==> src/rtl/prog_sequencer_if.sv <==
// Bus between the run-control sequencer and its environment: start/branch
// decode inputs toward the sequencer, PC controls and status back out.
interface prog_sequencer_if #(
    parameter int unsigned L  = 10,
    parameter int unsigned CW = 16
);
    // request and decoded-instruction side
    logic          Req;
    logic [1:0]    ProgSel;
    logic          Halt;
    logic          BrEn;
    logic          BrAbs;
    logic          BrCond;
    logic          Flag;
    logic [L-1:0]  BrTarget;

    // PC control and status side
    logic          PcReset;
    logic          PcStart;
    logic          PcBranchAbs;
    logic          PcBranchRel;
    logic [L-1:0]  PcTarget;
    logic          Busy;
    logic          Done;
    logic          Timeout;
    logic [CW-1:0] CycleCount;

    // environment / top level drives requests and decode, observes controls
    modport master (
        output Req, ProgSel, Halt, BrEn, BrAbs, BrCond, Flag, BrTarget,
        input  PcReset, PcStart, PcBranchAbs, PcBranchRel, PcTarget,
               Busy, Done, Timeout, CycleCount
    );

    // sequencer side
    modport slave (
        input  Req, ProgSel, Halt, BrEn, BrAbs, BrCond, Flag, BrTarget,
        output PcReset, PcStart, PcBranchAbs, PcBranchRel, PcTarget,
               Busy, Done, Timeout, CycleCount
    );
endinterface

==> src/rtl/prog_sequencer.sv <==
// Run-control and branch-resolution controller for the program counter.
// Loads a program base address on request, converts decoded branch/halt
// information into PC controls with zero added latency, counts run cycles
// and stops a runaway program with a watchdog.
module prog_sequencer #(
    parameter int unsigned L       = 10,
    parameter int unsigned CW      = 16,
    parameter int unsigned P1_BASE = 0,
    parameter int unsigned P2_BASE = 128,
    parameter int unsigned P3_BASE = 256,
    parameter int unsigned TIMEOUT = 4095
) (
    input  logic          Clk,
    input  logic          Reset,
    prog_sequencer_if.slave bus
);

    typedef enum logic [1:0] {
        IDLE = 2'd0,
        LOAD = 2'd1,
        RUN  = 2'd2,
        DONE = 2'd3
    } state_t;

    localparam logic [1:0]    SEL_INVALID = 2'd3;
    localparam logic [CW-1:0] WDOG_LIMIT  = CW'(TIMEOUT);
    localparam logic [CW-1:0] COUNT_MAX   = '1;

    state_t        state_q;
    state_t        state_d;
    logic [1:0]    sel_q;
    logic [CW-1:0] count_q;
    logic          timeout_q;

    logic [L-1:0]  base_addr;
    logic          branch_taken;
    logic          wdog_hit;

    logic          latch_sel;
    logic          clear_run;
    logic          inc_count;
    logic          set_timeout;
    logic          pc_start;
    logic          pc_branch_abs;
    logic          pc_branch_rel;
    logic [L-1:0]  pc_target;

    // Base address of the latched program
    always_comb begin
        case (sel_q)
            2'd0:    base_addr = L'(P1_BASE);
            2'd1:    base_addr = L'(P2_BASE);
            default: base_addr = L'(P3_BASE);
        endcase
    end

    assign branch_taken = bus.BrEn & (~bus.BrCond | bus.Flag);
    assign wdog_hit     = (count_q == WDOG_LIMIT);

    // State register
    always_ff @(posedge Clk) begin
        if (Reset) begin
            state_q <= IDLE;
        end else begin
            state_q <= state_d;
        end
    end

    // Next-state and PC control decode; PC holds unless explicitly released
    always_comb begin
        state_d       = state_q;
        pc_start      = 1'b1;
        pc_branch_abs = 1'b0;
        pc_branch_rel = 1'b0;
        pc_target     = '0;
        latch_sel     = 1'b0;
        clear_run     = 1'b0;
        inc_count     = 1'b0;
        set_timeout   = 1'b0;

        case (state_q)
            IDLE: begin
                if (bus.Req && (bus.ProgSel != SEL_INVALID)) begin
                    latch_sel = 1'b1;
                    state_d   = LOAD;
                end
            end

            LOAD: begin
                pc_start      = 1'b0;
                pc_branch_abs = 1'b1;
                pc_target     = base_addr;
                clear_run     = 1'b1;
                state_d       = RUN;
            end

            RUN: begin
                if (bus.Halt) begin
                    // a halt on the watchdog cycle still records the timeout
                    set_timeout = wdog_hit;
                    state_d     = DONE;
                end else if (wdog_hit) begin
                    set_timeout = 1'b1;
                    state_d     = DONE;
                end else begin
                    pc_start  = 1'b0;
                    inc_count = 1'b1;
                    if (branch_taken) begin
                        pc_branch_abs = bus.BrAbs;
                        pc_branch_rel = ~bus.BrAbs;
                        pc_target     = bus.BrTarget;
                    end
                end
            end

            DONE: begin
                state_d = IDLE;
            end

            default: begin
                state_d = IDLE;
            end
        endcase
    end

    // Program select latch, saturating run-cycle counter and sticky watchdog flag
    always_ff @(posedge Clk) begin
        if (Reset) begin
            sel_q     <= 2'd0;
            count_q   <= '0;
            timeout_q <= 1'b0;
        end else begin
            if (latch_sel) begin
                sel_q <= bus.ProgSel;
            end
            if (clear_run) begin
                count_q   <= '0;
                timeout_q <= 1'b0;
            end else begin
                if (inc_count && (count_q != COUNT_MAX)) begin
                    count_q <= count_q + CW'(1);
                end
                if (set_timeout) begin
                    timeout_q <= 1'b1;
                end
            end
        end
    end

    // The PC clears on the same edge as the sequencer
    assign bus.PcReset     = Reset;
    assign bus.PcStart     = pc_start;
    assign bus.PcBranchAbs = pc_branch_abs;
    assign bus.PcBranchRel = pc_branch_rel;
    assign bus.PcTarget    = pc_target;
    assign bus.Busy        = (state_q == LOAD) || (state_q == RUN);
    assign bus.Done        = (state_q == DONE);
    assign bus.Timeout     = timeout_q;
    assign bus.CycleCount  = count_q;

endmodule

==> src/flat_wrapper.sv <==
// flat-port wrapper written by rule: the top's interface ports become plain ports
module prog_sequencer_flat 
#(
    parameter int unsigned L       = 10,
    parameter int unsigned CW      = 16,
    parameter int unsigned P1_BASE = 0,
    parameter int unsigned P2_BASE = 128,
    parameter int unsigned P3_BASE = 256,
    parameter int unsigned TIMEOUT = 4095
)
  (Clk, Reset, bus_Req, bus_ProgSel, bus_Halt, bus_BrEn, bus_BrAbs, bus_BrCond, bus_Flag, bus_BrTarget, bus_PcReset, bus_PcStart, bus_PcBranchAbs, bus_PcBranchRel, bus_PcTarget, bus_Busy, bus_Done, bus_Timeout, bus_CycleCount);
  prog_sequencer_if #(.L(L), .CW(CW)) bus_i ();
  input  logic Clk;
  input  logic Reset;
  input wire logic [$bits(bus_i.Req)-1:0] bus_Req;
  input wire logic [$bits(bus_i.ProgSel)-1:0] bus_ProgSel;
  input wire logic [$bits(bus_i.Halt)-1:0] bus_Halt;
  input wire logic [$bits(bus_i.BrEn)-1:0] bus_BrEn;
  input wire logic [$bits(bus_i.BrAbs)-1:0] bus_BrAbs;
  input wire logic [$bits(bus_i.BrCond)-1:0] bus_BrCond;
  input wire logic [$bits(bus_i.Flag)-1:0] bus_Flag;
  input wire logic [$bits(bus_i.BrTarget)-1:0] bus_BrTarget;
  output wire logic [$bits(bus_i.PcReset)-1:0] bus_PcReset;
  output wire logic [$bits(bus_i.PcStart)-1:0] bus_PcStart;
  output wire logic [$bits(bus_i.PcBranchAbs)-1:0] bus_PcBranchAbs;
  output wire logic [$bits(bus_i.PcBranchRel)-1:0] bus_PcBranchRel;
  output wire logic [$bits(bus_i.PcTarget)-1:0] bus_PcTarget;
  output wire logic [$bits(bus_i.Busy)-1:0] bus_Busy;
  output wire logic [$bits(bus_i.Done)-1:0] bus_Done;
  output wire logic [$bits(bus_i.Timeout)-1:0] bus_Timeout;
  output wire logic [$bits(bus_i.CycleCount)-1:0] bus_CycleCount;
  assign bus_i.Req = bus_Req;
  assign bus_i.ProgSel = bus_ProgSel;
  assign bus_i.Halt = bus_Halt;
  assign bus_i.BrEn = bus_BrEn;
  assign bus_i.BrAbs = bus_BrAbs;
  assign bus_i.BrCond = bus_BrCond;
  assign bus_i.Flag = bus_Flag;
  assign bus_i.BrTarget = bus_BrTarget;
  assign bus_PcReset = bus_i.PcReset;
  assign bus_PcStart = bus_i.PcStart;
  assign bus_PcBranchAbs = bus_i.PcBranchAbs;
  assign bus_PcBranchRel = bus_i.PcBranchRel;
  assign bus_PcTarget = bus_i.PcTarget;
  assign bus_Busy = bus_i.Busy;
  assign bus_Done = bus_i.Done;
  assign bus_Timeout = bus_i.Timeout;
  assign bus_CycleCount = bus_i.CycleCount;
  prog_sequencer #(.L(L), .CW(CW), .P1_BASE(P1_BASE), .P2_BASE(P2_BASE), .P3_BASE(P3_BASE), .TIMEOUT(TIMEOUT)) u_core (.Clk(Clk), .Reset(Reset), .bus(bus_i));
endmodule
==> config.mk <==
export PLATFORM = sky130hd
export DESIGN_NAME = prog_sequencer_flat
export DESIGN_NICKNAME = d
export VERILOG_FILES = /design/src/rtl/prog_sequencer_if.sv /design/src/rtl/prog_sequencer.sv /design/src/flat_wrapper.sv
export SDC_FILE = /design/constraint.sdc
export NUM_CORES = 1
export LEC_CHECK = 0
export CORE_AREA = 2 2 57 59
export DETAILED_ROUTE_END_ITERATION = 8
export DIE_AREA = 0 0 59 61
export GPL_TIMING_DRIVEN = 0
export MAX_ROUTING_LAYER = met4
export PLACE_DENSITY_LB_ADDON = 0.05
export SYNTH_ARGS = -nofsm -noshare
export SYNTH_HDL_FRONTEND = slang
export SYNTH_SLANG_ARGS = --single-unit
export TNS_END_PERCENT = 10
==> constraint.sdc <==
create_clock -name Clk -period 3.7 [get_ports Clk]
set_input_delay 1.11 -clock Clk [delete_from_list [all_inputs] [get_ports Clk]]
set_output_delay 1.11 -clock Clk [all_outputs]
set_load 0.05 [all_outputs]
==> impl_metrics.yaml, run 1 <==
hold_path:
  worstHoldStart: "u_core.bus.Timeout"
  hold_class: "flip-flop to flip-flop"
floorplanning:
  dieWidth_um: 59
  die-area_um2: 3600
  ios: 53
  die_y_um: 61
  start_util_pct: 45.3
  rows: 20
  core-area_um2: 2950
worst_setup_path:
  crit_family: "buffers and inverters"
  crit_start: "bus_Halt"
  critPathLaunchType: "input pin"
  path_cells: "clkdlybuf4s50_1, nor2b_2, o21ai_2, nor3_1, clkdlybuf4s15_2"
  critPathKind: "input pin to primary output"
  cp.buffers_inverters: 2
  crit_path_end_kind: "primary output"
  critPathMaxFanout: 7
  critical_path_required_ns: 2.59
  worstPathArrival_ns: 2.59
  max_stage_delay_ns: 0.43
  slowest_stage: "clkdlybuf4s50_1"
  r2r-start: "u_core.bus.CycleCount[1]"
clocking:
  cts_tree: "built"
  clk_latency_ns: 0.32
  htree_num_levels: 1
  cts_made_buffers: 3
  root_buffer: "clkbuf_4"
  clk_path_buf_depth: 2
  clock-sinks: 21
  clk_pin_slew_worst_paths_ns: 0.13
drt:
  vias_per_cell: 5.98
  drt_first_pass_iters: 4
  wirelength_um: 3780
  drc: 0
  final_antenna_net_count: 0
  vias: 1508
  drtIter0Drc: 49
  wl_per_cell_um: 15.0
grt:
  gr-total-overflow: 0
  first_global_vias: 1381
  grt_max_degree: 14
  antenna_found_initial: 0
  grt_pass1_wl_um: 6000
  grt.total_usage_pct: 22.5
timing:
  final_hold_viol_count: 0
  slew_viol_final: 0
  max_freq_ghz: 0.270
  skew_ns: 0.00901
  setup_viol: 0
  relSlewSlack_pct: 51.8
  rsz0062_at_grt: "yes"
  fin_crit_ns: 3.70
  period_share_pct: 100
  worstMarginPinSlew_ns: 0.717
pwr:
  cellLeakagePower_uw: 0.000695
  p_per_area_nw_per_um2: 402
  vdd_drop_max_uv: 312
placed_design:
  dp.cells: 248
  place_congestion: 0.813
  dp_hpwl_um: 2780
  io_buffers: 51
finish:
  drive_gt1_share_pct: 14.6
  most-common-layout-cells: "clkdlybuf4s50_1, dfxtp_1, nand2_1"
  syn_to_final_growth_pct: 42.4
  diodes: 0
  nFillCells: 278
  nNetsFinal: 245
  instances_no_fill: 252
  mostFrequentLayoutCell: "clkdlybuf4s50_1"
  final_util_pct: 64.4
synth:
  yosysSeqAreaShare_pct: 31.5
  synth_enable_flop_cells: 0
  ys_types: 40
  async_flop_share_pct: 0
  ys_ff_latch: 21
  syn_area_per_cell_um2: 8.15
  synth_area_um2: 1340
  yosys.area.top_type_share_pct: 31.5
  synth_warnings: 0
  synth_area_leader_cell: "dfxtp_1"
  netlist_top_cells_area: "dfxtp_1, and3_1, nand2_1"
  syn_inst: 164
  synthesis.nets: 189
  ys.flop_type: "dfxtp_1"
status:
  status: "completed"
run:
  drv_cap: 0
cell usage after synthesis (4+ instances only):
| cell type | number |
|---|---|
| or4_1 | 7 |
| nand2_1 | 18 |
| nor3_1 | 4 |
| a21oi_1 | 9 |
| nand3_1 | 8 |
| inv_1 | 5 |
| and3_1 | 11 |
| or3_1 | 6 |
| o31ai_1 | 9 |
| nor2_1 | 8 |
| dfxtp_1 | 21 |
| nand4_1 | 6 |
| clkbuf_1 | 5 |
| ha_1 | 5 |
state kept, by name (all words and copies together) (netlist names):
signal / cells
u_core.bus.CycleCount: 16
u_core.sel_q: 2
u_core.bus.Timeout: 1
u_core.state_q: 2
layer usage:
layer	up-vias	share of wire [%]	track usage, %
met4	0	0.95	8.77
met3	4	6.8	4.90
li1	748	-	-
met5	-	0	-
met2	49	49	37.0
met1	707	43	27.0
worst paths after layout:
path         cells after the start  slack (ns)                  endpoint
max                              5     0.00002           bus_PcBranchRel
min                              2        0.51        u_core.bus.Timeout
max reg2reg                      8        1.56  u_core.bus.CycleCount[4]
min reg2reg                      2        0.51        u_core.bus.Timeout
stage by stage:
step,hold WS [ns],worst slack (ns),power (uW),setup TNS (ns),area [um^2]
detailed placement,0.463,-0.884,659,-10.42,1890
CTS,0.505,-0.00137,777,-0.00137,1900
finish,0.507,0.0000198,765,0,1900
global route,0.520,-0.0805,819,-0.586,1900
floorplan,0.476,-0.232,535,-0.907,1340
global placement,0.457,-0.865,650,-10.36,1890
layout make-up:
class / instances / area (um^2) / area share, %
Tap cell: 33 / 41.3 / 2.17
Multi-Input combinational cell: 129 / 863 / 45.4
Buffer: 8 / 50.0 / 2.63
Clock inverter: 1 / 7.51 / 0.394
Clock buffer: 3 / 22.5 / 1.18
Timing Repair Buffer: 52 / 479 / 25.2
Sequential cell: 21 / 420 / 22.1
Inverter: 5 / 18.8 / 0.986
where the power goes:
part	internal (uW)	switching, uW	total [uW]
registers	242	12.4	255
clock network	41.4	77.5	119
logic	122	269	391
total	406	359	765
worst reg2reg max path: cells and delay by family (launching register included):
kind | cells | cell delay (ns)
and+or+nand+nor | 1 | 0.21
adders and majority gates | 1 | 0.24
buffers and inverters | 3 | 0.56
DFF | 1 | 0.42
AOI/OAI and AO/OA | 3 | 0.61
cells by family after synthesis:
family,Yosys count,synth area share (%)
flops,21,31.5
buf+inv,14,5.43
fa+ha+maj,5,4.68
simple gates,82,34.7
compound gates,41,22.9
mux,1,0.749
repair_timing:
action	4_1_cts	5_1_grt
pin swaps	0	0
hold buffers	0	0
buffers inserted	0	1
gates resized for setup	79	2
hold endpoints to repair	0	0
endpoints found under the setup margin	13	13
(Power assumes the default switching activity.)
==> inputs of run 2 (changes only) <==
- MAX_ROUTING_LAYER: met4 -> not set
==> results of run 2 <==
Final layout, timing and power as in run 1 (identical DEF).
Among the figures that moved: final weighted congestion in routability-driven placement 0.813 -> 0.802; overall routing resource usage 22.5% -> 21.8%
==> inputs of run 3 (changes only) <==
- PLACE_DENSITY: not set -> 0.8
- PLACE_DENSITY_LB_ADDON: 0.05 -> not set
- SKIP_LAST_GASP: not set -> 1
==> run 3 against run 2 <==
The run now ends with setup timing left. First-iteration DRC count grew 98%. Sequential power is essentially flat. Via count shrank 1.3%. Global-route usage grew 0.43 points. Critical path depth is the same. Core utilization shrank 0.34 points. Die area is the same. Cell area shrank 0.53%. Total power is essentially flat. Final cell count is the same.
==> impl_metrics.yaml, run 3 (synthesis gave the netlist of run 1 again) <==
status:
  status: "finished with violations"
  violations: "setup timing"
clocking:
  clk_latency_ns: 0.32
  cts_made_buffers: 3
  clk_path_buf_depth: 2
  hold_buffers: 0
  clk_pin_slew_worst_paths_ns: 0.12
  htree_num_levels: 1
  root_buffer: "clkbuf_4"
  clock-sinks: 21
  cts_tree: "built"
timing:
  relSlewSlack_pct: 65.5
  slew_viol_final: 0
  postLayoutSetupSlackWorst_ns: -0.0172
  setup_viol: 1
  worstMarginPinSlew_ns: 0.517
  period_share_pct: 100
  final_hold_viol_count: 0
  skew_ns: 0.00458
  max_freq_ghz: 0.269
  rsz0062_at_grt: "yes"
  hold_ws_ns: 0.500
  fin_crit_ns: 3.72
  setup_tns_ns: -0.0172
worst_setup_path:
  critPathKind: "input pin to primary output"
  critical_path_required_ns: 2.59
  crit_path_end_kind: "primary output"
  critPathMaxFanout: 7
  critPathLaunchType: "input pin"
  worstPathArrival_ns: 2.61
finish:
  final_design_area_no_fill_um2: 1890
  nFillCells: 267
  seq_area_um2: 420
  multi_input_area_um2: 872
  most-common-layout-cells: "clkdlybuf4s50_1, dfxtp_1, nand2_1"
  largest_reg_flops: 16
  drive_gt1_share_pct: 14.6
  syn_to_final_growth_pct: 41.7
  nNetsFinal: 245
  diodes: 0
  mostFrequentLayoutCell: "clkdlybuf4s50_1"
  instances_no_fill: 252
grt:
  grt_max_degree: 13
  first_global_vias: 1344
  antenna_found_initial: 0
  gr-total-overflow: 0
  grt.total_usage_pct: 22.3
  grt_pass1_wl_um: 6190
drt:
  vias: 1488
  wirelength_um: 3870
  drc: 0
  final_antenna_net_count: 0
  drt_first_pass_iters: 4
  drtIter0Drc: 97
  vias_per_cell: 5.90
  wl_per_cell_um: 15.4
placed_design:
  io_buffers: 51
  dpl_cell_area_um2: 1890
  dp_hpwl_um: 2920
  place_congestion: 0.809
  dp.cells: 248
floorplanning:
  ios: 53
  core-area_um2: 2950
  die_y_um: 61
  die-area_um2: 3600
  start_util_pct: 45.3
  rows: 20
  dieWidth_um: 59
pwr:
  vdd_drop_max_uv: 324
  finalPower_uw: 764
  cellLeakagePower_uw: 0.000700
  p_per_area_nw_per_um2: 404
run:
  drv_cap: 0
hold_path:
  hold_class: "flip-flop to flip-flop"
[run 3: cell count changes in the layout (fill, tap and decap cells not counted), sizes merged]
cell / change
clkdlybuf4s18: +1
clkdlybuf4s15: -1
clkinvlp: -1
clkinv: +1
[run 3: per-layer routing]
layer | up-vias | routed length (um) | share of wire (%) | track usage [%]
li1 | 748 | - | - | -
met3 | 4 | 155 | 4.0 | 3.84
met5 | - | 0 | 0 | 0
met2 | 39 | 2070 | 53 | 39.8
met4 | 0 | 34 | 0.88 | 6.17
met1 | 697 | 1620 | 42 | 27.6
[run 3: path summary, 6_finish.rpt]
check,slack [ns],depth (start not counted),startpoint,to
hold / removal,0.50,2,u_core.bus.Timeout,u_core.bus.Timeout
setup reg to reg,1.54,8,u_core.bus.CycleCount[1],u_core.bus.CycleCount[4]
hold reg to reg,0.50,2,u_core.bus.Timeout,u_core.bus.Timeout
setup / recovery,-0.02,5,bus_Halt,bus_PcBranchRel
[run 3: area by class of cell]
cell class,count,share of cell area (%)
Timing Repair Buffer,52,24.5
Clock inverter,1,0.264
Buffer,8,2.64
Multi-Input combinational cell,129,46.1
Clock buffer,3,1.19
Tap cell,33,2.18
Sequential cell,21,22.2
Inverter,5,0.991
[run 3: report_power, final]
part           leakage [uW]  internal [uW]  total (uW)  switching (uW)
Clock             0.0000177           40.5         117            76.1
Combinational      0.000512            121         393             272
Sequential         0.000170            242         254            12.3
[run 3: what timing repair did]
action	in CTS	in global routing
pin swaps	1	0
buffers inserted	0	1
endpoints found under the setup margin	13	13
gates resized for setup	73	4
[run 3: through the flow]
step / worst slack [ns] / util, %
3_3_place_gp: -0.879 / 63.9
5_1_grt: -0.0998 / 64.1
3_5_place_dp: -0.935 / 63.9
4_1_cts: -0.0506 / 63.7
6_report: -0.0172 / 64.1
2_1_floorplan: -0.232 / -
[run 3: critical path, cell delays in order]
cell and delay [ns]:
clkdlybuf4s50_1 0.44, nor2b_2 0.33, o21ai_2 0.15, nor3_1 0.19
clkdlybuf4s18_2 0.39
